--- src/rtl/h2f_csr_pkg.sv ---
// Shared types and helpers for the H2F control/status register bank.
package h2f_csr_pkg;

  typedef enum logic [1:0] {
    REG_RW    = 2'd0,
    REG_RO    = 2'd1,
    REG_W1C   = 2'd2,
    REG_PULSE = 2'd3
  } reg_mode_e;

  localparam int unsigned OOR_CNT_W = 16;
  localparam int unsigned MAX_DW    = 64;
  localparam int unsigned MAX_BE    = MAX_DW / 8;

  // Expand byte-lane enables to a bit mask, sized for the widest bus.
  function automatic logic [MAX_DW-1:0] lane_mask(input logic [MAX_BE-1:0] be);
    logic [MAX_DW-1:0] m;
    m = '0;
    for (int b = 0; b < int'(MAX_BE); b++) begin
      m[b*8 +: 8] = {8{be[b]}};
    end
    return m;
  endfunction

  // Replace only the enabled byte lanes of old_val with new_val.
  function automatic logic [MAX_DW-1:0] lane_merge(input logic [MAX_DW-1:0] old_val,
                                                   input logic [MAX_DW-1:0] new_val,
                                                   input logic [MAX_BE-1:0] be);
    logic [MAX_DW-1:0] m;
    m = lane_mask(be);
    return (old_val & ~m) | (new_val & m);
  endfunction

endpackage

--- src/rtl/h2f_csr_reg.sv ---
// One CSR with its access mode, byte-lane handling and HPS/fabric collision rules.
module h2f_csr_reg
  import h2f_csr_pkg::*;
#(
  parameter int unsigned DATA_WIDTH = 32,
  parameter reg_mode_e   MODE       = REG_RW
) (
  input  logic                    clk,
  input  logic                    rst,
  input  logic                    hps_wr,
  input  logic [DATA_WIDTH-1:0]   hps_data,
  input  logic [DATA_WIDTH/8-1:0] hps_be,
  input  logic                    fab_wr,
  input  logic [DATA_WIDTH-1:0]   fab_data,
  output logic [DATA_WIDTH-1:0]   q
);

  logic [DATA_WIDTH-1:0] mask;
  logic [DATA_WIDTH-1:0] merged;
  logic [DATA_WIDTH-1:0] q_next;

  assign mask   = DATA_WIDTH'(lane_mask(MAX_BE'(hps_be)));
  assign merged = DATA_WIDTH'(lane_merge(MAX_DW'(q), MAX_DW'(hps_data), MAX_BE'(hps_be)));

  // HPS wins on RW/PULSE, fabric always applies on RO, W1C set beats clear per bit.
  always_comb begin
    q_next = q;
    case (MODE)
      REG_RW: begin
        if (hps_wr)      q_next = merged;
        else if (fab_wr) q_next = fab_data;
      end
      REG_RO: begin
        if (fab_wr) q_next = fab_data;
      end
      REG_W1C: begin
        q_next = (q & ~(hps_wr ? (hps_data & mask) : '0)) | (fab_wr ? fab_data : '0);
      end
      REG_PULSE: begin
        q_next = '0;
        if (hps_wr)      q_next = hps_data & mask;
        else if (fab_wr) q_next = fab_data;
      end
      default: q_next = q;
    endcase
  end

  always_ff @(posedge clk) begin
    if (rst) q <= '0;
    else     q <= q_next;
  end

endmodule

--- src/rtl/h2f_csr_bank.sv ---
// HPS-to-FPGA CSR bank: Avalon-MM slave with pipelined reads, per-register modes,
// fabric write port, W1C-derived interrupt and out-of-range access counter.
module h2f_csr_bank
  import h2f_csr_pkg::*;
#(
  parameter int unsigned           ADDR_WIDTH   = 10,
  parameter int unsigned           DATA_WIDTH   = 32,
  parameter int unsigned           NUM_REGS     = 32,
  parameter int unsigned           READ_LATENCY = 1,
  parameter logic [2*NUM_REGS-1:0] REG_MODES    = '0
) (
  input  logic                           clk,
  input  logic                           rst,
  input  logic                           read,
  input  logic                           write,
  input  logic [ADDR_WIDTH-1:0]          address,
  input  logic [DATA_WIDTH-1:0]          writedata,
  input  logic [DATA_WIDTH/8-1:0]        byteenable,
  output logic [DATA_WIDTH-1:0]          readdata,
  output logic                           readdatavalid,
  output logic                           waitrequest,
  input  logic                           fabric_wr_i,
  input  logic [$clog2(NUM_REGS)-1:0]    fabric_sel_i,
  input  logic [DATA_WIDTH-1:0]          fabric_data_i,
  output logic [NUM_REGS*DATA_WIDTH-1:0] regs_o,
  output logic                           irq_o,
  output logic [OOR_CNT_W-1:0]           oor_count_o
);

  localparam int unsigned IDX_W = $clog2(NUM_REGS);
  localparam int unsigned LSB   = $clog2(DATA_WIDTH / 8);

  if (DATA_WIDTH != 32 && DATA_WIDTH != 64) begin : g_bad_width
    $error("h2f_csr_bank: DATA_WIDTH must be 32 or 64");
  end
  if (NUM_REGS < 2 || NUM_REGS > 256) begin : g_bad_regs
    $error("h2f_csr_bank: NUM_REGS must be 2..256");
  end
  if (READ_LATENCY < 1 || READ_LATENCY > 4) begin : g_bad_lat
    $error("h2f_csr_bank: READ_LATENCY must be 1..4");
  end

  logic [ADDR_WIDTH-1:0] word_idx;
  logic [IDX_W-1:0]      sel;
  logic                  in_range;
  logic                  wr_acc;
  logic                  rd_acc;
  logic                  oor_c;
  logic                  boot_q;
  logic                  wait_q;
  logic [DATA_WIDTH-1:0] rd_data_c;
  logic [DATA_WIDTH-1:0] regs_q [NUM_REGS];
  logic [NUM_REGS-1:0]   w1c_bits;
  logic                  irq_q;
  logic [OOR_CNT_W-1:0]  oor_q;
  logic [READ_LATENCY-1:0] vld_q;
  logic [DATA_WIDTH-1:0]   dat_q [READ_LATENCY];

  assign word_idx = address >> LSB;
  assign sel      = word_idx[IDX_W-1:0];
  assign in_range = 32'(word_idx) < NUM_REGS;

  // A simultaneous read is dropped when a write is presented.
  assign wr_acc = !wait_q && write;
  assign rd_acc = !wait_q && read && !write;
  assign oor_c  = !wait_q && (read || write) && !in_range;

  for (genvar i = 0; i < int'(NUM_REGS); i++) begin : g_reg
    localparam reg_mode_e MODE = reg_mode_e'(REG_MODES[2*i +: 2]);

    h2f_csr_reg #(
      .DATA_WIDTH (DATA_WIDTH),
      .MODE       (MODE)
    ) u_reg (
      .clk      (clk),
      .rst      (rst),
      .hps_wr   (wr_acc && in_range && (sel == IDX_W'(i))),
      .hps_data (writedata),
      .hps_be   (byteenable),
      .fab_wr   (fabric_wr_i && (fabric_sel_i == IDX_W'(i))),
      .fab_data (fabric_data_i),
      .q        (regs_q[i])
    );

    assign regs_o[i*DATA_WIDTH +: DATA_WIDTH] = regs_q[i];
    assign w1c_bits[i] = (MODE == REG_W1C) && (|regs_q[i]);
  end

  assign rd_data_c = in_range ? regs_q[sel] : '0;

  // Stall through reset and for one cycle after it is released.
  always_ff @(posedge clk) begin
    if (rst) begin
      boot_q <= 1'b1;
      wait_q <= 1'b1;
    end else begin
      boot_q <= 1'b0;
      wait_q <= boot_q;
    end
  end

  // Read response pipeline; data held at zero on empty slots.
  always_ff @(posedge clk) begin
    if (rst) begin
      vld_q <= '0;
      for (int k = 0; k < int'(READ_LATENCY); k++) dat_q[k] <= '0;
    end else begin
      vld_q[0] <= rd_acc;
      dat_q[0] <= rd_acc ? rd_data_c : '0;
      for (int k = 1; k < int'(READ_LATENCY); k++) begin
        vld_q[k] <= vld_q[k-1];
        dat_q[k] <= dat_q[k-1];
      end
    end
  end

  always_ff @(posedge clk) begin
    if (rst) begin
      irq_q <= 1'b0;
      oor_q <= '0;
    end else begin
      irq_q <= |w1c_bits;
      if (oor_c && (oor_q != '1)) oor_q <= oor_q + OOR_CNT_W'(1);
    end
  end

  assign readdata      = dat_q[READ_LATENCY-1];
  assign readdatavalid = vld_q[READ_LATENCY-1];
  assign waitrequest   = wait_q;
  assign irq_o         = irq_q;
  assign oor_count_o   = oor_q;

endmodule

--- config.mk ---
export PLATFORM = sky130hd
export DESIGN_NAME = h2f_csr_bank
export DESIGN_NICKNAME = d
export VERILOG_FILES = /design/src/rtl/h2f_csr_pkg.sv /design/src/rtl/h2f_csr_reg.sv /design/src/rtl/h2f_csr_bank.sv
export SDC_FILE = /design/constraint.sdc
export NUM_CORES = 2
export LEC_CHECK = 0
export ABC_AREA = 1
export CAP_MARGIN = 20
export CORE_AREA = 2 2 454 456
export CTS_BUF_LIST = sky130_fd_sc_hd__clkbuf_4 sky130_fd_sc_hd__clkbuf_8
export DETAILED_ROUTE_END_ITERATION = 7
export DIE_AREA = 0 0 456 458
export PLACE_DENSITY = 0.6
export SETUP_SLACK_MARGIN = 0.1
export SLEW_MARGIN = 10
export SYNTH_ARGS = -nofsm -noshare
export SYNTH_HDL_FRONTEND = slang
export SYNTH_HIERARCHICAL = 1
export SYNTH_SLANG_ARGS = --single-unit
--- constraint.sdc ---
create_clock -name clk -period 6.76 [get_ports clk]
set_input_delay 1.352 -clock clk [delete_from_list [all_inputs] [get_ports clk]]
set_output_delay 1.352 -clock clk [all_outputs]
set_load 0.1 [all_outputs]
==> flow_metrics.tcl <==
set metrics [dict create \
    outcome "finished, final reports clean" \
    synth_ff_type "dfxtp_1" \
    relSlewSlack 0.148 \
    grt_use_total 0.436 \
    drt-met1-wl_um 174000 \
    crit_family "buffers and inverters" \
    end_kind "output port" \
    crit_type "flip-flop to output port" \
    grt_overflow_total 0 \
    vias_per_cell 5.48 \
    dieHeight_um 458 \
    ys.warnings.count 6 \
    start_kind "flip-flop" \
    fin_worst_skew_ns 0.0672 \
    h-tree-depth 4 \
    async_reset_ff_frac 0 \
    die_area_um2 209000 \
    pin_count 1163 \
    netlist_instances 13300 \
    synth_area_um2 72800 \
    wl_um 479000 \
    setup_viol 0 \
    final_area_um2 89600 \
    post-route-period-util 0.632 \
    core.rowCount 166 \
    ys_ff_latch 1075 \
    hold_end "waitrequest" \
    first_pass_iters 6 \
    r2r_cells 12 \
    syn_nets 13400 \
    peakVddDrop_uv 218 \
    ys_types 32 \
    timing.rr.start "waitrequest" \
    rsz0062_at_grt "no" \
    dp_hpwl_um 322000 \
    final_cell_mix "nand2_1, nand3_1, nor2_1, inv_1, dfxtp_1" \
    arrival_ns 2.92 \
    cts_hold_buffers 0 \
    core_um2 204000 \
    final_hold_viol_count 0 \
    cts_buffer_depth 3 \
    n_fill_cell 22400 \
    clkTransAtPathRegs_ns 0.06 \
    worst-path-max-fanout 3 \
    met2_length_um 189000 \
    final_common_cell "nand2_1" \
    ctsResizeCount 0 \
    cts_tree "built" \
    chipWidth_um 456 \
    via_count 92700 \
    hp-start "boot_q" \
    wire_per_inst_um 28.3 \
    clk_latency_ns 1.08 \
    drv_slew 0 \
    drt_iter0_markers 15500 \
    grt_max_degree 137 \
    ant_nets 0 \
    cp_slowest_cell "clkdlybuf4s50_1" \
    p_leak_uw 0.0455 \
    worst_slew_pin_slew_ns 1.27 \
    slowest_delay_ns 1.24 \
    grt_pass1_vias 80100 \
    final.setup.tns_ns 0 \
    crit_buf_inv 1 \
    wl_met3_um 65600 \
    start_util 0.357 \
    yosysSeqAreaShare 0.296 \
    path_cells "clkdlybuf4s50_1" \
    dr.max_layer_used "met5" \
    timing.fmax_mhz 234 \
    synth-edff-count 0 \
    post-route-min-period_ns 4.27 \
    cts_num_sinks 1075 \
    antenna_found_initial 25 \
    cts_buffers 209 \
    hold_path_depth 1 \
    gp_congestion 1.00 \
    area_growth_pct 23.1 \
    syn_area_per_cell_um2 5.48 \
    rrSetupSlack_ns 3.31 \
    numPortBuffers 1159 \
    post_dp_cell_area_um2 84700 \
    cts-root-buf "clkbuf_8" \
    fin_nets 14100 \
    hp-class "flip-flop to flip-flop" \
    worst_ep_required_time_ns 5.41 \
    grt_pass1_wl_um 645000 \
    p_per_area_nw_per_um2 186 \
    drv_cap 0 \
    drc_errors 0 \
    cts_setup_buffers 0 \
    layout-drive-gt1-share 0.0771 \
]
logic make-up (layout without fill, tap and decap cells):
family,after synthesis,count (layout),synth area share
buf+inv,2061,2993,0.125
simple gates,10000,10000,0.569
xor+xnor,9,9,0.00108
fa+ha+maj,1,1,0.000172
other cells,1,18,0.0000515
flops,1075,1075,0.296
compound gates,114,114,0.00902
through the flow:
step,hold WS [ns],instances,worst slack [ns],utilization,total power (uW)
2_1_floorplan,0.389,13300,3.71,-,8140
3_3_place_gp,0.392,16500,1.64,0.415,9270
3_5_place_dp,0.394,16500,1.64,0.416,9280
4_1_cts,0.408,16900,2.49,0.438,16500
5_1_grt,0.453,16900,2.41,0.440,17000
6_report,0.407,16900,2.49,0.440,16700
worst max path at each step:
stage                     startpoint     endpoint  slack (ns)  cells after the start
final                      flip-flop  regs_o[419]        2.49                      1
after global routing      address[8]    flip-flop        2.41                     13
after CTS                  flip-flop  regs_o[544]        2.49                      1
after detailed placement  address[9]    flip-flop        1.64                     13
after global placement    address[9]    flip-flop        1.64                     13
after floorplan           address[3]    flip-flop        3.71                     12
per-layer routing:
layer | track usage | vias to the layer above
met2 | 0.607 | 7116
met4 | 0.389 | 16
li1 | - | 42300
met5 | 0 | -
met3 | 0.140 | 1687
met1 | 0.534 | 41600
final cells by class:
class | instances | area, um^2 | area share
Clock buffer | 337 | 4150 | 0.0463
Clock inverter | 34 | 353 | 0.00394
Inverter | 1280 | 4900 | 0.0547
Timing Repair Buffer | 1342 | 12900 | 0.144
Tap cell | 2688 | 3360 | 0.0375
Multi-Input combinational cell | 10100 | 42400 | 0.473
Sequential cell | 1075 | 21500 | 0.240
Antenna cell | 17 | 42.5 | 0.000475
cell usage after synthesis (46+ instances only):
cell	n	area (um^2)
nand2_2	288	1800
buf_1	87	327
a21oi_1	46	230
buf_2	536	2680
nand3_1	2312	11600
nor2_1	2175	8160
inv_1	1242	4660
nand2_1	5136	19300
clkbuf_1	70	263
buf_6	68	766
nand4_1	66	413
dfxtp_1	1075	21500
where the power goes:
part	switching (uW)	leakage [uW]	internal, uW
Sequential	120	0.00868	6420
Combinational	2230	0.0344	523
Clock	3390	0.00242	4000
Total	5740	0.0455	10900
No activity file was read; power rests on OpenSTA's default activity.
